===== config.mk =====
export PLATFORM = sky130hd
export DESIGN_NAME = traffic_sensor
export DESIGN_NICKNAME = d
export VERILOG_FILES = /design/src/rtl/traffic_pkg.sv /design/src/rtl/traffic_sensor_if.sv /design/src/rtl/sensor_lane.sv /design/src/rtl/traffic_sensor.sv
export SDC_FILE = /design/constraint.sdc
export NUM_CORES = 1
export LEC_CHECK = 0
export CAP_MARGIN = 20
export CORE_MARGIN = 2
export CORE_UTILIZATION = 32
export DETAILED_ROUTE_END_ITERATION = 10
export SETUP_SLACK_MARGIN = 0.2
export SYNTH_ARGS = -nofsm -noshare
export SYNTH_HDL_FRONTEND = slang
export SYNTH_SLANG_ARGS = --single-unit

===== constraint.sdc =====
create_clock -name clk -period 3 [get_ports clk]
set_input_delay 0.6 -clock clk [delete_from_list [all_inputs] [get_ports clk]]
set_output_delay 0.6 -clock clk [all_outputs]
set_load 0.005 [all_outputs]

===== src/rtl/traffic_pkg.sv =====
// rtl/traffic_pkg.sv - shared light encoding for the traffic sensor and controller
package traffic_pkg;

    localparam int LIGHT_W = 2;

    typedef enum logic [LIGHT_W-1:0] {
        GREEN  = 2'b00,
        YELLOW = 2'b01,
        RED    = 2'b10
    } light_t;

    // 2'b11 is not a legal light and must never open the departure path
    function automatic logic is_green(input logic [LIGHT_W-1:0] light);
        return light == GREEN;
    endfunction

endpackage


===== src/rtl/traffic_sensor_if.sv =====
// rtl/traffic_sensor_if.sv - per-street detector/light in, queue status out
interface traffic_sensor_if
    import traffic_pkg::*;
#(
    parameter int QW = 4
);
    logic               car_raw;
    logic [LIGHT_W-1:0] light;
    logic [QW-1:0]      q;
    logic               t;
    logic               ovf;

    modport master (output car_raw, output light, input q, input t, input ovf);
    modport slave  (input car_raw, input light, output q, output t, output ovf);
endinterface


===== src/rtl/sensor_lane.sv =====
// rtl/sensor_lane.sv - one street: synchronizer, debouncer, departure timer, saturating queue
module sensor_lane
    import traffic_pkg::*;
#(
    parameter int QW         = 4,
    parameter int DEB        = 3,
    parameter int DEP_PERIOD = 4
) (
    input  logic            clk,
    input  logic            rst,
    traffic_sensor_if.slave lane
);
    localparam int DW = (DEB > 1) ? $clog2(DEB) : 1;
    localparam int TW = (DEP_PERIOD > 1) ? $clog2(DEP_PERIOD) : 1;
    localparam logic [DW-1:0] DEB_LAST = DW'(DEB - 1);
    localparam logic [TW-1:0] TMR_LAST = TW'(DEP_PERIOD - 1);
    localparam logic [QW-1:0] Q_MAX    = '1;

    logic          r_sync1, r_sync2, r_d, r_ovf;
    logic [DW-1:0] r_deb_cnt;
    logic [TW-1:0] r_tmr;
    logic [QW-1:0] r_q;
    logic          w_green, w_arrive, w_depart;

    // Arrival fires on the same edge that d rises, so the queue moves with d
    assign w_green  = is_green(lane.light);
    assign w_arrive = r_sync2 & ~r_d & (r_deb_cnt == DEB_LAST);
    assign w_depart = w_green & (r_tmr == TMR_LAST) & (r_q != '0);

    always_ff @(posedge clk or negedge rst) begin
        if (!rst) begin
            r_sync1 <= 1'b0;
            r_sync2 <= 1'b0;
        end else begin
            r_sync1 <= lane.car_raw;
            r_sync2 <= r_sync1;
        end
    end

    always_ff @(posedge clk or negedge rst) begin
        if (!rst) begin
            r_d       <= 1'b0;
            r_deb_cnt <= '0;
        end else if (r_sync2 == r_d) begin
            r_deb_cnt <= '0;
        end else if (r_deb_cnt == DEB_LAST) begin
            r_d       <= r_sync2;
            r_deb_cnt <= '0;
        end else begin
            r_deb_cnt <= r_deb_cnt + 1'b1;
        end
    end

    always_ff @(posedge clk or negedge rst) begin
        if (!rst)
            r_tmr <= '0;
        else if (!w_green || r_tmr == TMR_LAST)
            r_tmr <= '0;
        else
            r_tmr <= r_tmr + 1'b1;
    end

    always_ff @(posedge clk or negedge rst) begin
        if (!rst) begin
            r_q   <= '0;
            r_ovf <= 1'b0;
        end else if (w_arrive && !w_depart) begin
            if (r_q == Q_MAX)
                r_ovf <= 1'b1;
            else
                r_q <= r_q + 1'b1;
        end else if (w_depart && !w_arrive) begin
            r_q <= r_q - 1'b1;
        end
    end

    assign lane.q   = r_q;
    assign lane.t   = (r_q != '0);
    assign lane.ovf = r_ovf;

endmodule


===== src/rtl/traffic_sensor.sv =====
// rtl/traffic_sensor.sv - two independent street sensors feeding the light controller
module traffic_sensor
    import traffic_pkg::*;
#(
    parameter int QW         = 4,
    parameter int DEB        = 3,
    parameter int DEP_PERIOD = 4
) (
    input  logic               clk,
    input  logic               rst,
    input  logic               car_a_raw,
    input  logic               car_b_raw,
    input  logic [LIGHT_W-1:0] la,
    input  logic [LIGHT_W-1:0] lb,
    output logic               ta,
    output logic               tb,
    output logic [QW-1:0]      qa,
    output logic [QW-1:0]      qb,
    output logic               ovf_a,
    output logic               ovf_b
);
    traffic_sensor_if #(.QW(QW)) w_lane_a ();
    traffic_sensor_if #(.QW(QW)) w_lane_b ();

    assign w_lane_a.car_raw = car_a_raw;
    assign w_lane_a.light   = la;
    assign w_lane_b.car_raw = car_b_raw;
    assign w_lane_b.light   = lb;

    sensor_lane #(.QW(QW), .DEB(DEB), .DEP_PERIOD(DEP_PERIOD)) u_lane_a (
        .clk  (clk),
        .rst  (rst),
        .lane (w_lane_a)
    );

    sensor_lane #(.QW(QW), .DEB(DEB), .DEP_PERIOD(DEP_PERIOD)) u_lane_b (
        .clk  (clk),
        .rst  (rst),
        .lane (w_lane_b)
    );

    assign ta    = w_lane_a.t;
    assign qa    = w_lane_a.q;
    assign ovf_a = w_lane_a.ovf;
    assign tb    = w_lane_b.t;
    assign qb    = w_lane_b.q;
    assign ovf_b = w_lane_b.ovf;

endmodule


==> impl_metrics.tcl, run 1 <==
set metrics [dict create \
    outcome "completed" \
    clk_latency_ns 0.26 \
    path_cells "clkdlybuf4s50_1 > or3b_4 > o21bai_1 > ha_1 > a21o_1 > a21oi_1 > mux2i_1 > xor2_1" \
    gr-total-overflow 0 \
    finalSetupViolations 0 \
    synthCells 92 \
    worst_slew_pin_slew_ns 0.398 \
    clkTransAtPathRegs_ns 0.08 \
    crit_buf_inv 1 \
    hold_path.class "register to register" \
    post_cts_buffers 0 \
    drv_cap 0 \
    via_per_inst 4.77 \
    final_cell_mix "dfrtp_1 (24), clkdlybuf4s50_1 (19), ha_1 (8), inv_1 (6), nand2_1 (6)" \
    yosysWarningCount 0 \
    placed_cell_area_um2 1450 \
    synth_area_um2 1180 \
    start_util_pct 32.7 \
    critPathArrivalTime_ns 2.67 \
    synth_nets 110 \
    die-area_um2 4180 \
    hold_slack_ns 0.352 \
    wl_per_cell_um 12.4 \
    fin_area_um2 1490 \
    placed_cells_incl_taps 162 \
    crit_required_ns 3.19 \
    hold_viol 0 \
    holdBufCountCts 0 \
    die_w_um 64.7 \
    seq_area_frac_synth_pct 51.0 \
    maxSlewViolCount 0 \
    vias 787 \
    fin_crit_ns 2.47 \
    grt_pass1_vias 853 \
    rows 22 \
    gp_congestion 0.892 \
    cts.htree.levels 1 \
    final_layout_size_suffix_gt1_share_pct 11.1 \
    dr.pass1.iters 3 \
    fmax_mhz 404 \
    synth_seq_cells 24 \
    ant_nets 0 \
    grt_max_degree 25 \
    ioPinCount 20 \
    ir_drop_mv 0.351 \
    pre_cts_ws_ns 0.264 \
    syn_to_final_growth_pct 26.7 \
    antenna_found_initial 0 \
    cts_max_path_buffers 2 \
    setup_tns_ns 0 \
    grt_pass1_wl_um 3820 \
    clkSinkCount 24 \
    cp-start-kind "input pin" \
    fin_nets 137 \
    p_leak_nw 0.645 \
    cellPowerDensity_nw_per_um2 749 \
    p_total_mw 1.12 \
    worstSetupPathType "input pin to register" \
    numCtsBuffers 3 \
    mostFrequentLayoutCell "dfrtp_1" \
    syn_area_per_cell_um2 12.8 \
    numPortBuffers 19 \
    final_core_util_pct 41.4 \
    maxSlewHeadroom_pct 73.2 \
    critPathMaxStageDelay_ns 0.44 \
    die_h_um 64.7 \
    routed_wl_um 2050 \
    hpwl_um 1580 \
    rsz0062_at_grt "false" \
    core_um2 3610 \
    drt-initial-drc-count 28 \
    postCtsResizedCells 0 \
    seqCellArea_um2 601 \
    synth_cell_types 25 \
    diodes 0 \
    nFillCells 335 \
    clockRootBuffer "clkbuf_8" \
    final_cells 165 \
    period_share_pct 82.4 \
    endpoint_kind "register" \
    multi_input_area_um2 554 \
    critPathTopFamily "compound AO/OA/AOI/OAI gates" \
    drt_drc_violations_left 0 \
    grt_usage_pct 11.9 \
    finClkSkew_ns 0.00842 \
    cp_max_fo 3 \
    crit_slowest_cell "clkdlybuf4s50_1" \
    fin_ws_ns 0.527 \
    cts_tree "done" \
]
## sequential cells by signal, summed over array words and instances (netlist names), 2 cells and up
register and cells:
u_lane_b.r_deb_cnt 2, u_lane_a.r_tmr 2, u_lane_b.lane.q 4, u_lane_a.lane.q 4, u_lane_b.r_tmr 2, u_lane_a.r_deb_cnt 2
## Yosys cell counts, drive strengths merged
cell	number	share of area (%)
o21bai	4	2.6
fa	2	3.4
nor3	2	0.85
nand3b	4	4.7
ha	8	8.5
nor3b	2	1.3
nor2b	4	2.1
xnor2	2	1.5
nand2	6	1.9
or3b	2	1.9
nor4	4	3.2
a21oi	2	0.85
a2bb2oi	4	3.0
nor4b	2	1.5
o21ai	2	0.85
o2111ai	2	2.0
mux2i	2	1.7
inv	6	1.9
a21o	2	1.3
nand4	2	1.1
xor2	4	3.0
dfrtp	24	51
## power by group
| part | internal (mW) | switching (mW) | total (mW) | leakage [nW] |
|---|---|---|---|---|
| sequential | 0.409 | 0.113 | 0.522 | 0.284 |
| clock | 0.0897 | 0.0960 | 0.186 | 0.0216 |
| combinational | 0.242 | 0.167 | 0.409 | 0.339 |
| total | 0.741 | 0.376 | 1.12 | 0.645 |
## area by class of cell
class	instances	area share, %
sequential	24	40.3
multi-input combinational	62	37.2
timing repair buffer	22	14.3
tap	48	4.03
clock buffer	3	2.77
inverter	6	1.51
## worst paths after layout
check                                  startpoint                 end  slack (ns)  depth (start not counted)
worst max-delay path                        lb[1]  u_lane_b.lane.q[3]        0.53                          8
max in group asynchronous                     rst        u_lane_b.r_d        2.06                          2
worst max register to register  u_lane_b.r_tmr[0]  u_lane_b.lane.q[3]        0.77                          8
worst min-delay path             u_lane_b.r_sync1    u_lane_b.r_sync2        0.35                          0
min in group asynchronous                     rst  u_lane_a.lane.q[3]        0.69                          2
worst min register to register   u_lane_b.r_sync1    u_lane_b.r_sync2        0.35                          0
## metal layers
layer / routed length (um) / vias to the layer above / global-route usage (%) / share of wire [%]
met4: 25 / 0 / 3.19 / 1.2
met1: 964 / 380 / 14.4 / 47
met5: 0 / - / 0 / 0
li1: - / 388 / - / -
met3: 75 / 4 / 3.82 / 3.7
met2: 983 / 15 / 20.4 / 48
## cell families after synthesis
group	synth area share, %
and+or+nand+nor	18.5
DFF	51.0
AOI/OAI and AO/OA	10.5
adders and majority gates	11.9
xor gates and xnor gates	4.46
buffers and inverters	1.91
muxes	1.70
Power figures use the tool's default switching activity.
==> run 2, diff against run 1 <==
==> constraint.sdc (replaced) <==
create_clock -name clk -period 2.5 [get_ports clk]
set_input_delay 0.5 -clock clk [delete_from_list [all_inputs] [get_ports clk]]
set_output_delay 0.5 -clock clk [all_outputs]
set_load 0.005 [all_outputs]
==> impl_metrics.tcl, run 2 (synthesized netlist as in run 1, its figures left out) <==
set metrics [dict create \
    grt_max_degree 25 \
    critPathTopFamily "compound AO/OA/AOI/OAI gates" \
    finalSetupViolations 0 \
    hold_path.class "register to register" \
    hold_slack_ns 0.353 \
    grt_pass1_wl_um 3730 \
    drt_drc_violations_left 0 \
    rsz0062_at_grt "true" \
    die_h_um 64.7 \
    setup_tns_ns 0 \
    start_util_pct 32.7 \
    dr.pass1.iters 4 \
    period_share_pct 89.1 \
    pre_cts_ws_ns -0.0791 \
    p_leak_nw 0.711 \
    final_cells 176 \
    worst_slew_pin_slew_ns 0.311 \
    drt-initial-drc-count 10 \
    core_um2 3610 \
    nFillCells 328 \
    routed_wl_um 2070 \
    crit_buf_inv 1 \
    clk_latency_ns 0.27 \
    cp_max_fo 2 \
    clockRootBuffer "clkbuf_8" \
    diodes 0 \
    fin_crit_ns 2.23 \
    numCtsBuffers 3 \
    ir_drop_mv 0.418 \
    cp-start-kind "input pin" \
    numPortBuffers 19 \
    fin_ws_ns 0.274 \
    gr-total-overflow 0 \
    mostFrequentLayoutCell "dfrtp_1" \
    die_w_um 64.7 \
    cellPowerDensity_nw_per_um2 888 \
    clkTransAtPathRegs_ns 0.08 \
    holdBufCountCts 0 \
    syn_to_final_growth_pct 38.3 \
    gp_congestion 0.894 \
    endpoint_kind "register" \
    cts_max_path_buffers 2 \
    grt_usage_pct 11.4 \
    critPathArrivalTime_ns 2.42 \
    worstSetupPathType "input pin to register" \
    ioPinCount 20 \
    p_total_mw 1.45 \
    outcome "completed" \
    seqCellArea_um2 601 \
    hold_viol 0 \
    die-area_um2 4180 \
    rows 22 \
    finClkSkew_ns 0.00315 \
    maxSlewViolCount 0 \
    vias 822 \
    critPathMaxStageDelay_ns 0.43 \
    crit_slowest_cell "clkdlybuf4s50_1" \
    final_cell_mix "dfrtp_1 (24), clkdlybuf4s50_1 (19), buf_4 (13), ha_1 (8)" \
    path_cells "clkdlybuf4s50_1 > or3b_4 > o21bai_4 > ha_1 > a21o_1 > a21oi_2 > mux2i_1 > xor2_1" \
    drv_cap 0 \
    clkSinkCount 24 \
    cts_tree "done" \
    maxSlewHeadroom_pct 79.3 \
    wl_per_cell_um 11.7 \
    crit_required_ns 2.70 \
    grt_pass1_vias 862 \
    cts.htree.levels 1 \
    placed_cells_incl_taps 170 \
    fin_nets 147 \
    multi_input_area_um2 602 \
    antenna_found_initial 0 \
    via_per_inst 4.67 \
    final_layout_size_suffix_gt1_share_pct 21.9 \
    ant_nets 0 \
    hpwl_um 1570 \
    fmax_mhz 449 \
]
==> run 2: report_power, final <==
group	leakage (nW)	total (mW)	internal (mW)	switching, mW
Sequential	0.284	0.645	0.491	0.154
Clock	0.0288	0.259	0.141	0.118
Combinational	0.398	0.542	0.328	0.215
Total	0.711	1.45	0.959	0.487
==> run 2: worst reg2reg max path, stage by stage, from the launching register on <==
cell and delay (ns):
dfrtp_1 0.49, nor4_4 0.36, buf_4 0.18, o21bai_4 0.07
buf_4 0.15, ha_1 0.31, a21oi_2 0.14, mux2i_1 0.23
xor2_1 0.15
==> run 2: final cells by class <==
type                    count  area share (%)
multi-input cells          62            37.0
flip-flops and latches     24            36.9
repair buffers             32            17.7
well taps                  48            3.69
clock buffers               4            3.38
inverters                   6            1.38
==> run 2: stage by stage <==
step	instance area, um^2	util [%]
global placement	1510	41.9
finish	1630	45.1
global route	1630	45.1
floorplan	1180	-
CTS	1580	43.8
detailed placement	1510	41.9
==> run 2: final timing paths <==
check | from | endpoint | slack [ns] | cells after the start
min in group asynchronous | rst | u_lane_a.r_tmr[1] | 0.60 | 2
max in group asynchronous | rst | u_lane_a.lane.ovf | 1.66 | 2
worst min register to register | u_lane_b.r_sync1 | u_lane_b.r_sync2 | 0.35 | 0
worst min-delay path | u_lane_b.r_sync1 | u_lane_b.r_sync2 | 0.35 | 0
worst max register to register | u_lane_b.lane.q[0] | u_lane_b.lane.q[3] | 0.35 | 8
worst max-delay path | la[1] | u_lane_a.lane.q[3] | 0.27 | 8
==> run 2: timing repair <==
item                                    CTS  global route
endpoints found under the setup margin    2             4
gates resized for setup                   2             5
pin swaps                                 1             4
buffers inserted                          0             2
==> run 2: metal layers <==
layer | vias to the layer above | part of all wire, % | global-route usage [%]
met5 | - | 0 | 0
met4 | 0 | 1.2 | 3.99
met3 | 4 | 3.6 | 3.13
met2 | 14 | 50 | 19.8
met1 | 400 | 45 | 13.5
li1 | 404 | - | -
==> run 3, diff against run 2 <==
--- a/config.mk
+++ b/config.mk
@@ -5,10 +5,11 @@
 export SDC_FILE = /design/constraint.sdc
 export NUM_CORES = 1
 export LEC_CHECK = 0
+export ABC_CLOCK_PERIOD_IN_PS = 2500
 export CAP_MARGIN = 20
-export CORE_MARGIN = 2
 export CORE_UTILIZATION = 32
 export DETAILED_ROUTE_END_ITERATION = 10
+export RECOVER_POWER = 25
 export SETUP_SLACK_MARGIN = 0.2
 export SYNTH_ARGS = -nofsm -noshare
 export SYNTH_HDL_FRONTEND = slang
==> impl_metrics.tcl, run 3 (synthesized netlist as in run 1, its figures left out) <==
set metrics [dict create \
    outcome "completed" \
    finClkSkew_ns 0.00208 \
    cts_max_path_buffers 2 \
    clockRootBuffer "clkbuf_8" \
    clkPwrFrac_pct 18.0 \
    placed_cells_incl_taps 166 \
    drt_drc_violations_left 0 \
    grt_usage_pct 12.9 \
    worstSetupPathType "input pin to register" \
    clkSinkCount 24 \
    clkTransAtPathRegs_ns 0.08 \
    gr-total-overflow 0 \
    endpoint_kind "register" \
    die-area_um2 3930 \
    die_h_um 62.7 \
    ant_nets 0 \
    p_sw_mw 0.500 \
    fin_crit_ns 2.27 \
    cts_tree "done" \
    cp_max_fo 2 \
    placed_cell_area_um2 1490 \
    grt_pass1_vias 937 \
    p_leak_nw 0.717 \
    maxSlewViolCount 0 \
    finalSetupViolations 0 \
    grt_pass1_wl_um 4020 \
    cp-start-kind "input pin" \
    critPathMaxStageDelay_ns 0.43 \
    crit_buf_inv 1 \
    final_cells 172 \
    mostFrequentLayoutCell "dfrtp_1" \
    critPathArrivalTime_ns 2.46 \
    clk_latency_ns 0.26 \
    numCtsBuffers 3 \
    routed_wl_um 2270 \
    p_comb_share_pct 37.2 \
    rows 21 \
    gp_congestion 0.831 \
    fmax_mhz 440 \
    ir_drop_mv 0.523 \
    holdBufCountCts 0 \
    p_int_mw 0.953 \
    crit_slowest_cell "clkdlybuf4s50_1" \
    hold_viol 0 \
    seqPwrFrac_pct 44.7 \
    critPathTopFamily "compound AO/OA/AOI/OAI gates" \
    hpwl_um 1630 \
    antenna_found_initial 0 \
    cts.htree.levels 1 \
    final_layout_size_suffix_gt1_share_pct 19.0 \
    core_um2 3440 \
    p_total_mw 1.45 \
    start_util_pct 34.2 \
    ioPinCount 20 \
    diodes 0 \
    rsz0062_at_grt "true" \
    numPortBuffers 19 \
    syn_to_final_growth_pct 36.6 \
    crit_required_ns 2.69 \
    period_share_pct 90.9 \
    nFillCells 324 \
    switching_share_pct 34.4 \
    wl_per_cell_um 13.2 \
    drt-initial-drc-count 24 \
    worst_slew_pin_slew_ns 1.26 \
    grt_max_degree 25 \
    vias 833 \
    dr.pass1.iters 4 \
    hold_path.class "register to register" \
    fin_nets 145 \
    cellPowerDensity_nw_per_um2 904 \
    drv_cap 0 \
    fin_area_um2 1610 \
    final_cell_mix "dfrtp_1 (24), clkdlybuf4s50_1 (14), buf_4 (10), ha_1 (8)" \
    path_cells "clkdlybuf4s50_1 > or3b_4 > o21bai_4 > ha_1 > a21o_1 > a21oi_1 > mux2i_1 > xor2_1" \
    maxSlewHeadroom_pct 16.1 \
    die_w_um 62.7 \
    via_per_inst 4.84 \
]
-- run 3: cell count changes in the layout (fill, tap and decap cells not counted), sizes merged --
cell           delta
clkbuf            +1
dlymetal6s2s      +2
buf               -3
clkdlybuf4s50     -5
dlygate4sd3       +3
-- run 3: per-layer routing --
| layer | routed length (um) | track usage, % | vias up | share of wire (%) |
|---|---|---|---|---|
| met2 | 1170 | 22.4 | 22 | 52 |
| met4 | 32 | 4.94 | 0 | 1.4 |
| met3 | 85 | 3.28 | 4 | 3.7 |
| met1 | 980 | 15.2 | 408 | 43 |
| met5 | 0 | 0 | - | 0 |
| li1 | - | - | 399 | - |
-- run 3: power groups by stage --
stage / combinational, mW / clock [mW] / sequential, mW
CTS: 0.532 / 0.272 / 0.639
detailed placement: 0.522 / 0 / 0.634
global route: 0.610 / 0.289 / 0.673
global placement: 0.501 / 0 / 0.630
finish: 0.541 / 0.262 / 0.650
floorplan: 0.292 / 0 / 0.614
-- run 3: final cells by class --
cell class	count	area, um^2	area share (%)
Inverter	6	22.5	1.40
Timing Repair Buffer	30	274	17.0
Multi-Input combinational cell	62	598	37.2
Sequential cell	24	601	37.4
Clock buffer	4	55.1	3.42
Tap cell	46	57.6	3.58
-- run 3: timing repair --
action | CTS | global route
resized for setup | 2 | 5
setup buffers | 1 | 1
setup endpoints to repair | 4 | 3
pin swaps | 1 | 2
-- run 3: metrics by stage --
stage | util [%] | hold WS [ns] | setup WS, ns | setup TNS [ns]
floorplan | - | 0.204 | 0.257 | 0
global placement | 43.4 | 0.336 | -0.169 | -0.199
detailed placement | 43.4 | 0.336 | -0.177 | -0.296
CTS | 45.8 | 0.356 | 0.150 | 0
global route | 46.7 | 0.370 | 0.115 | 0
finish | 46.7 | 0.353 | 0.227 | 0
-- run 3: path summary, 6_finish.rpt --
kind | start | cells past startpoint | slack, ns | end
setup / recovery | lb[1] | 8 | 0.23 | u_lane_b.lane.q[3]
hold / removal | u_lane_a.r_sync1 | 0 | 0.35 | u_lane_a.r_sync2
setup reg to reg | u_lane_b.lane.q[0] | 8 | 0.31 | u_lane_b.lane.q[3]
hold reg to reg | u_lane_a.r_sync1 | 0 | 0.35 | u_lane_a.r_sync2
max in group asynchronous | rst | 2 | 0.74 | u_lane_a.r_tmr[0]
min in group asynchronous | rst | 2 | 1.02 | u_lane_b.lane.q[1]
-- run 3: worst register-to-register path, cell delays in order, from the launching register on --
cell and delay (ns):
dfrtp_1 0.49, nor4_4 0.35, buf_4 0.18, o21bai_4 0.07
buf_4 0.15, ha_1 0.30, a21oi_1 0.17, mux2i_1 0.23
xor2_1 0.17
